===== src/rtl/spec_ghr_ckpt_pkg.sv =====
// Shared branch-predictor definitions: default geometry, checkpoint id type and
// the history shift helper used by both the GHR and the predictor index path.
package spec_ghr_ckpt_pkg;

    localparam int HIST_LEN_DEF  = 5;
    localparam int WIDTH_DEF     = 2;
    localparam int DEPTH_DEF     = 8;
    localparam int CKPT_ID_W_DEF = $clog2(DEPTH_DEF);

    localparam int HIST_MAX = 64;
    localparam int LANE_MAX = 8;

    typedef logic [CKPT_ID_W_DEF-1:0] ckpt_id_t;
    typedef logic [HIST_MAX-1:0]      hist_max_t;
    typedef logic [LANE_MAX-1:0]      lane_vec_t;

    // Lane 0 is oldest, so it is shifted in first and ends up in the higher bit.
    function automatic hist_max_t shift_in_outcomes(input hist_max_t   hist,
                                                    input lane_vec_t   is_br,
                                                    input lane_vec_t   taken,
                                                    input int unsigned lanes);
        hist_max_t h_v;
        h_v = hist;
        for (int unsigned i = 32'd0; i < LANE_MAX; i++) begin
            if ((i < lanes) && is_br[i]) begin
                h_v = {h_v[HIST_MAX-2:0], taken[i]};
            end
        end
        return h_v;
    endfunction

endpackage


===== src/rtl/spec_ghr_ckpt_if.sv =====
// Front-end <-> speculative GHR handshake: fetch-group allocation, commit,
// mispredict recovery and the registered history fed to the predictor.
interface spec_ghr_ckpt_if
    import spec_ghr_ckpt_pkg::*;
#(
    parameter int HIST_LEN = HIST_LEN_DEF,
    parameter int WIDTH    = WIDTH_DEF,
    parameter int ID_W     = CKPT_ID_W_DEF
);
    logic                  grp_valid;
    logic [WIDTH-1:0]      is_branch;
    logic [WIDTH-1:0]      pred_taken;
    logic                  grp_ready;
    logic [WIDTH*ID_W-1:0] ckpt_id;
    logic                  commit_valid;
    logic                  mispred_valid;
    logic [ID_W-1:0]       mispred_id;
    logic                  mispred_taken;
    logic [HIST_LEN-1:0]   ghr_F;
    logic [ID_W:0]         ckpt_count;

    modport master (
        output grp_valid, is_branch, pred_taken, commit_valid,
               mispred_valid, mispred_id, mispred_taken,
        input  grp_ready, ckpt_id, ghr_F, ckpt_count
    );

    modport slave (
        input  grp_valid, is_branch, pred_taken, commit_valid,
               mispred_valid, mispred_id, mispred_taken,
        output grp_ready, ckpt_id, ghr_F, ckpt_count
    );
endinterface


===== src/rtl/spec_ghr_ckpt_chk.sv =====
// Protocol checks for the speculative GHR: mispredicts must name a live
// checkpoint and the live count never exceeds the table depth.
module spec_ghr_ckpt_chk #(
    parameter int DEPTH = 8,
    parameter int ID_W  = $clog2(DEPTH)
) (
    input logic            clock,
    input logic            reset,
    input logic            mispred_valid,
    input logic [ID_W-1:0] mispred_id,
    input logic [ID_W-1:0] head,
    input logic [ID_W:0]   count
);
    logic [ID_W-1:0] dist_s;
    assign dist_s = mispred_id - head;

    // Sampled on the clock edge while out of reset.
    always @(posedge clock) begin
        if (reset) begin
            if (mispred_valid) begin
                assert ({1'b0, dist_s} < count)
                else $error("mispred_id %0d is not a live checkpoint", mispred_id);
            end
            assert (count <= (ID_W+1)'(DEPTH))
            else $error("checkpoint count %0d exceeds depth", count);
        end
    end
endmodule


===== src/rtl/spec_ghr_ckpt_table.sv =====
// Checkpoint register file: DEPTH entries of HIST_LEN bits, WIDTH write ports
// (one per fetch lane, distinct addresses) and one asynchronous read port.
module ghr_ckpt_table #(
    parameter int HIST_LEN = 5,
    parameter int WIDTH    = 2,
    parameter int DEPTH    = 8,
    parameter int ID_W     = $clog2(DEPTH)
) (
    input  logic                      clock,
    input  logic [WIDTH-1:0]          wr_en,
    input  logic [WIDTH*ID_W-1:0]     wr_addr,
    input  logic [WIDTH*HIST_LEN-1:0] wr_data,
    input  logic [ID_W-1:0]           rd_addr,
    output logic [HIST_LEN-1:0]       rd_data
);
    logic [HIST_LEN-1:0] mem_r [DEPTH];

    // Lane writes; contents need no reset since every entry is written before use.
    always_ff @(posedge clock) begin
        for (int e = 32'sd0; e < DEPTH; e++) begin
            for (int p = 32'sd0; p < WIDTH; p++) begin
                if (wr_en[p] && (wr_addr[p*ID_W +: ID_W] == ID_W'(e))) begin
                    mem_r[e] <= wr_data[p*HIST_LEN +: HIST_LEN];
                end
            end
        end
    end

    assign rd_data = mem_r[rd_addr];
endmodule


===== src/rtl/spec_ghr_ckpt.sv =====
// Speculative global history register with per-branch checkpoints; restores
// checkpoint+actual outcome on a mispredict and frees all younger entries.
module spec_ghr_ckpt
    import spec_ghr_ckpt_pkg::*;
#(
    parameter int HIST_LEN = HIST_LEN_DEF,
    parameter int WIDTH    = WIDTH_DEF,
    parameter int DEPTH    = DEPTH_DEF,
    parameter int ID_W     = $clog2(DEPTH)
) (
    input logic           clock,
    input logic           reset,
    spec_ghr_ckpt_if.slave bus
);
    logic [HIST_LEN-1:0]       spec_r, ghr_f_r;
    logic [ID_W-1:0]           head_r, tail_r;
    logic [ID_W:0]             count_r;

    logic                      grp_ready_s, accept_s, commit_s;
    logic [ID_W:0]             k_s;
    logic [HIST_LEN-1:0]       grp_hist_s, restore_s, rd_data_s;
    logic [WIDTH-1:0]          wr_en_s;
    logic [WIDTH*ID_W-1:0]     wr_addr_s;
    logic [WIDTH*HIST_LEN-1:0] wr_data_s;
    logic [ID_W-1:0]           mis_dist_s;
    logic [HIST_LEN-1:0]       spec_nxt_s;
    logic [ID_W-1:0]           head_nxt_s, tail_nxt_s;
    logic [ID_W:0]             count_nxt_s;

    assign grp_ready_s = !bus.mispred_valid && (count_r <= (ID_W+1)'(DEPTH - WIDTH));
    assign accept_s    = bus.grp_valid && grp_ready_s;
    assign commit_s    = bus.commit_valid && (count_r != {(ID_W+1){1'b0}});
    assign mis_dist_s  = bus.mispred_id - head_r;
    assign restore_s   = HIST_LEN'(shift_in_outcomes(HIST_MAX'(rd_data_s), 8'd1,
                                                     {7'd0, bus.mispred_taken}, 32'd1));

    // Walk the lanes oldest-first: each branch snapshots the running history, then shifts.
    always_comb begin
        logic [HIST_LEN-1:0] h_v;
        h_v       = spec_r;
        k_s       = {(ID_W+1){1'b0}};
        wr_en_s   = {WIDTH{1'b0}};
        wr_addr_s = {(WIDTH*ID_W){1'b0}};
        wr_data_s = {(WIDTH*HIST_LEN){1'b0}};
        for (int i = 32'sd0; i < WIDTH; i++) begin
            wr_en_s[i]                       = accept_s && bus.is_branch[i];
            wr_addr_s[i*ID_W +: ID_W]        = tail_r + k_s[ID_W-1:0];
            wr_data_s[i*HIST_LEN +: HIST_LEN] = h_v;
            h_v = HIST_LEN'(shift_in_outcomes(HIST_MAX'(h_v), {7'd0, bus.is_branch[i]},
                                              {7'd0, bus.pred_taken[i]}, 32'd1));
            k_s = k_s + {{ID_W{1'b0}}, bus.is_branch[i]};
        end
        grp_hist_s = h_v;
    end

    // Next-state selection; mispredict recovery wins over group acceptance.
    always_comb begin
        spec_nxt_s  = spec_r;
        tail_nxt_s  = tail_r;
        count_nxt_s = count_r - (ID_W+1)'(commit_s);
        head_nxt_s  = head_r + ID_W'(commit_s);
        if (bus.mispred_valid) begin
            spec_nxt_s  = restore_s;
            tail_nxt_s  = bus.mispred_id + {{(ID_W-1){1'b0}}, 1'b1};
            count_nxt_s = {1'b0, mis_dist_s} + {{ID_W{1'b0}}, 1'b1} - (ID_W+1)'(commit_s);
        end else if (accept_s) begin
            spec_nxt_s  = grp_hist_s;
            tail_nxt_s  = tail_r + k_s[ID_W-1:0];
            count_nxt_s = count_r + k_s - (ID_W+1)'(commit_s);
        end else begin
            spec_nxt_s  = spec_r;
            tail_nxt_s  = tail_r;
        end
    end

    // State registers with synchronous active-low reset.
    always_ff @(posedge clock) begin
        if (!reset) begin
            spec_r  <= {HIST_LEN{1'b0}};
            ghr_f_r <= {HIST_LEN{1'b0}};
            head_r  <= {ID_W{1'b0}};
            tail_r  <= {ID_W{1'b0}};
            count_r <= {(ID_W+1){1'b0}};
        end else begin
            spec_r  <= spec_nxt_s;
            ghr_f_r <= spec_r;
            head_r  <= head_nxt_s;
            tail_r  <= tail_nxt_s;
            count_r <= count_nxt_s;
        end
    end

    ghr_ckpt_table #(
        .HIST_LEN (HIST_LEN),
        .WIDTH    (WIDTH),
        .DEPTH    (DEPTH),
        .ID_W     (ID_W)
    ) u_table (
        .clock   (clock),
        .wr_en   (wr_en_s),
        .wr_addr (wr_addr_s),
        .wr_data (wr_data_s),
        .rd_addr (bus.mispred_id),
        .rd_data (rd_data_s)
    );

    spec_ghr_ckpt_chk #(
        .DEPTH (DEPTH),
        .ID_W  (ID_W)
    ) u_chk (
        .clock         (clock),
        .reset         (reset),
        .mispred_valid (bus.mispred_valid),
        .mispred_id    (bus.mispred_id),
        .head          (head_r),
        .count         (count_r)
    );

    assign bus.grp_ready  = grp_ready_s;
    assign bus.ckpt_id    = wr_addr_s;
    assign bus.ghr_F      = ghr_f_r;
    assign bus.ckpt_count = count_r;
endmodule


===== src/flat_wrapper.sv =====
// flat-port wrapper written by rule: the top's interface ports become plain ports
module spec_ghr_ckpt_flat import spec_ghr_ckpt_pkg::*;
#(
    parameter int HIST_LEN = HIST_LEN_DEF,
    parameter int WIDTH    = WIDTH_DEF,
    parameter int DEPTH    = DEPTH_DEF,
    parameter int ID_W     = $clog2(DEPTH)
)
  (clock, reset, bus_grp_valid, bus_is_branch, bus_pred_taken, bus_commit_valid, bus_mispred_valid, bus_mispred_id, bus_mispred_taken, bus_grp_ready, bus_ckpt_id, bus_ghr_F, bus_ckpt_count);
  spec_ghr_ckpt_if #(.HIST_LEN(HIST_LEN), .WIDTH(WIDTH), .ID_W(ID_W)) bus_i ();
  input logic clock;
  input logic reset;
  input wire logic [$bits(bus_i.grp_valid)-1:0] bus_grp_valid;
  input wire logic [$bits(bus_i.is_branch)-1:0] bus_is_branch;
  input wire logic [$bits(bus_i.pred_taken)-1:0] bus_pred_taken;
  input wire logic [$bits(bus_i.commit_valid)-1:0] bus_commit_valid;
  input wire logic [$bits(bus_i.mispred_valid)-1:0] bus_mispred_valid;
  input wire logic [$bits(bus_i.mispred_id)-1:0] bus_mispred_id;
  input wire logic [$bits(bus_i.mispred_taken)-1:0] bus_mispred_taken;
  output wire logic [$bits(bus_i.grp_ready)-1:0] bus_grp_ready;
  output wire logic [$bits(bus_i.ckpt_id)-1:0] bus_ckpt_id;
  output wire logic [$bits(bus_i.ghr_F)-1:0] bus_ghr_F;
  output wire logic [$bits(bus_i.ckpt_count)-1:0] bus_ckpt_count;
  assign bus_i.grp_valid = bus_grp_valid;
  assign bus_i.is_branch = bus_is_branch;
  assign bus_i.pred_taken = bus_pred_taken;
  assign bus_i.commit_valid = bus_commit_valid;
  assign bus_i.mispred_valid = bus_mispred_valid;
  assign bus_i.mispred_id = bus_mispred_id;
  assign bus_i.mispred_taken = bus_mispred_taken;
  assign bus_grp_ready = bus_i.grp_ready;
  assign bus_ckpt_id = bus_i.ckpt_id;
  assign bus_ghr_F = bus_i.ghr_F;
  assign bus_ckpt_count = bus_i.ckpt_count;
  spec_ghr_ckpt #(.HIST_LEN(HIST_LEN), .WIDTH(WIDTH), .DEPTH(DEPTH), .ID_W(ID_W)) u_core (.clock(clock), .reset(reset), .bus(bus_i));
endmodule

===== config.mk =====
export PLATFORM = sky130hd
export DESIGN_NAME = spec_ghr_ckpt_flat
export DESIGN_NICKNAME = d
export VERILOG_FILES = /design/src/rtl/spec_ghr_ckpt_pkg.sv /design/src/rtl/spec_ghr_ckpt_if.sv /design/src/rtl/spec_ghr_ckpt_chk.sv /design/src/rtl/spec_ghr_ckpt_table.sv /design/src/rtl/spec_ghr_ckpt.sv /design/src/flat_wrapper.sv
export SDC_FILE = /design/constraint.sdc
export NUM_CORES = 1
export LEC_CHECK = 0
export ABC_AREA = 0
export CORE_AREA = 2 2 88 90
export CTS_BUF_LIST = sky130_fd_sc_hd__clkbuf_8
export CTS_CLUSTER_SIZE = 12
export DETAILED_ROUTE_END_ITERATION = 7
export DIE_AREA = 0 0 90 92
export GPL_TIMING_DRIVEN = 0
export SLEW_MARGIN = 10
export SYNTH_ARGS = -nofsm -noshare
export SYNTH_HDL_FRONTEND = slang
export SYNTH_SLANG_ARGS = --single-unit

===== constraint.sdc =====
create_clock -name clock -period 3.6 [get_ports clock]
set_input_delay 1.08 -clock clock [delete_from_list [all_inputs] [get_ports clock]]
set_output_delay 1.08 -clock clock [all_outputs]
set_load 0.005 [all_outputs]

==> out/results.ini <==
[grt]
grt-ovfl-total = 0
grt_pass1_wl_um = 12000
grt_start_max_net_pins = 16
antenna_found_initial = 0
grt_pass1_vias = 2238
grt_usage = 0.187

[sta]
period_share = 0.964
fin_skew_ns = 0.00532
slew_headroom = 0.458
final_max_slew_viol_count = 0
hold_viol = 0
holdWs_ns = 0.472
max_clock_freq_mhz = 288
fin_crit_ns = 3.47
setup_viol = 0
fin_tns_setup_ns = 0
rsz0062_at_grt = false
worst_slew_pin_slew_ns = 0.805

[job]
maxCapViolCount = 0

[drt]
vias = 2131
wl_per_cell_um = 17.9
drt-pass1-iter-count = 4
wirelength_um = 7170
via_per_inst = 5.33
drc = 0
postRouteAntennaNets = 0
dr.first_iter.drc_count = 139

[worst_setup_path]
reg2regPathDepth = 7
cp-start-kind = primary input
slowest_delay_ns = 0.51
r2r-start = u_core.bus.ckpt_count[3]
path_class = primary input to primary output
crit_fanout = 3
slowest_stage = clkdlybuf4s50_1
startpoint = bus_is_branch[0]
crit_end = bus_ckpt_id[5]
r2r_setup_slack_ns = 0.91
worstPathRequired_ns = 2.52
cp-end-kind = primary output
path_cells = dlygate4sd2_1 -> ha_2 -> ha_4 -> xor2_4 -> clkdlybuf4s50_1
timing.rr.end = u_core.u_table.mem_r[5][3]
worstPathArrival_ns = 2.39

[yosys]
synth_fp_nets = 299
yosysWarnings = 0
synth_area_per_cell_sq_um = 12.2
yosysTopAreaCellShare = 0.300
synth.distinct_cells = 44
yosys.area.top_type = edfxtp_1
synthTopCellsByArea = edfxtp_1 30%, mux2_2 14%, dfxtp_1 13%
syn_area_sq_um = 3200
syn_inst = 263
ys_seq_elements = 52
seq_area_frac_synth = 0.425

[outcome]
status = finished, final reports clean

[finish]
multi_input_area_sq_um = 1700
fin_util = 0.497
fillCellCount = 694
nets = 333
ff_latch_area_sq_um = 1360
drive_above_1_share = 0.245
finalInstanceArea_sq_um = 3700
syn_to_final_growth_pct = 15.7
antenna_cells = 0

[floorplanning]
io_pins = 29
start_util = 0.430
rows = 32
die_w_um = 90
core_area_sq_um = 7450
die_height_um = 92
die-area_sq_um = 8280

[clock_network]
clk_latency_ns = 0.30
cts_max_path_buffers = 2
cts_buffers = 5
cts.clk_slew.worst_paths_ns = 0.09
tritoncts = built
clockRootBuffer = clkbuf_8
cts.sinks = 52
htree_levels = 2
cts_hold_buf = 0

[place]
placed_area_sq_um = 3590
io_buffer_count = 26
gp_congestion = 0.776
dp_hpwl_um = 5340

[pwr]
ir_drop_v = 0.000199
cellLeakagePower_uw = 0.00140
power_density_nw_per_um2 = 446

[worst_hold_path]
min_path_type = register to register

state kept, by name, indices dropped and copies added (netlist names), named ones only:
register               cells
u_core.u_table.mem_r      32
u_core.tail_r              3
u_core.bus.ckpt_count      4
u_core.head_r              3
u_core.spec_r              4
u_core.bus.ghr_F           5
layout make-up:
type                    instances  share of cell area
plain buffers                  16              0.0226
clock buffers                   5              0.0186
clock inverters                 3             0.00338
inverters                      21              0.0213
multi-input cells             174               0.460
flip-flops and latches         52               0.368
well taps                     102              0.0345
repair buffers                 27              0.0720
where the power goes:
part | internal (uW) | total [uW] | switching, uW
sequential | 685 | 725 | 40.3
combinational | 305 | 613 | 308
clock | 131 | 315 | 183
total | 1120 | 1650 | 531
cell families after synthesis:
group | after synthesis | share of synthesized area
DFF | 52 | 0.425
AOI/OAI and AO/OA | 35 | 0.0723
muxes | 56 | 0.222
xor gates and xnor gates | 9 | 0.0270
and+or+nand+nor | 51 | 0.106
buffers and inverters | 37 | 0.0508
adders and majority gates | 23 | 0.0969
cell usage after synthesis:
cell type,instances
o21ai_2,1
a21oi_1,3
edfxtp_1,32
mux2_2,40
or3_1,1
o211ai_1,1
or2_2,1
buf_6,2
xor2_2,1
a41o_1,1
fa_1,3
o31ai_1,3
a31oi_1,4
and2_1,8
nor2_1,6
mux4_2,8
and3b_1,1
nand3b_1,1
o21bai_1,5
o22ai_1,3
nand2_1,10
xor2_1,3
dfxtp_1,20
xnor2_1,5
a21o_1,1
buf_4,1
inv_1,21
a221oi_1,1
nand3_1,12
nor4_4,2
nand2b_1,2
clkbuf_1,8
buf_2,2
clkbuf_2,2
nor4bb_4,1
o21ai_0,10
ha_1,20
buf_1,1
mux2i_1,8
a211oi_2,1
and3_1,2
nor3b_1,2
nor3_4,2
o21a_1,1
cell usage in the layout, fill, tap and decap left out, drive strengths merged, types with 2 or more instances in the layout:
| cell type | synthesis | final |
|---|---|---|
| nor2 | 6 | 6 |
| a21oi | 3 | 3 |
| dfxtp | 20 | 20 |
| buf | 6 | 7 |
| xnor2 | 5 | 5 |
| clkbuf | 10 | 15 |
| a31oi | 4 | 4 |
| o31ai | 3 | 3 |
| edfxtp | 32 | 32 |
| nand3 | 12 | 12 |
| nor3b | 2 | 2 |
| o22ai | 3 | 3 |
| nor3 | 2 | 2 |
| ha | 20 | 20 |
| nor4 | 2 | 2 |
| nand2b | 2 | 2 |
| mux4 | 8 | 8 |
| o21bai | 5 | 5 |
| o21ai | 11 | 11 |
| inv | 21 | 23 |
| and3 | 2 | 2 |
| mux2i | 8 | 8 |
| and2 | 8 | 8 |
| nand2 | 10 | 10 |
| xor2 | 4 | 4 |
| fa | 3 | 3 |
| mux2 | 40 | 40 |
| clkdlybuf4s50 | 0 | 25 |
worst min path at each step:
stage | startpoint | depth (start not counted) | end | slack (ns)
4_1_cts | register | 1 | u_core.bus.ghr_F[4] | 0.47
3_5_place_dp | register | 1 | u_core.bus.ghr_F[4] | 0.45
3_3_place_gp | register | 1 | u_core.bus.ghr_F[4] | 0.44
5_1_grt | register | 1 | u_core.bus.ghr_F[4] | 0.51
6_report | register | 1 | u_core.bus.ghr_F[4] | 0.47
2_1_floorplan | register | 1 | u_core.bus.ghr_F[4] | 0.42
critical path, delay by kind of cell:
kind                     cells  cell delay [ns]
XOR/XNOR                     1             0.15
adder cells (fa/ha/maj)      2             0.37
buffers and inverters        2             0.78
per-layer routing:
layer | share of wire | GRT usage
met1 | 0.47 | 0.255
met2 | 0.48 | 0.321
met3 | 0.040 | 0.0271
met4 | 0.0063 | 0.0385
met5 | 0 | 0
metrics by stage:
| step | total power (uW) | setup WS (ns) | cells |
|---|---|---|---|
| 6_report | 1650 | 0.128 | 400 |
| 5_1_grt | 1790 | 0.0814 | 400 |
| 4_1_cts | 1670 | 0.115 | 400 |
| 3_5_place_dp | 1350 | -0.402 | 391 |
| 3_3_place_gp | 1340 | -0.390 | 391 |
| 2_1_floorplan | 1160 | 0.735 | 263 |
timing repair:
item | CTS | global route
setup endpoints to repair | 2 | 0
buffers inserted | 1 | 0
gates resized for setup | 5 | 0
Power figures use the tool's default switching activity.
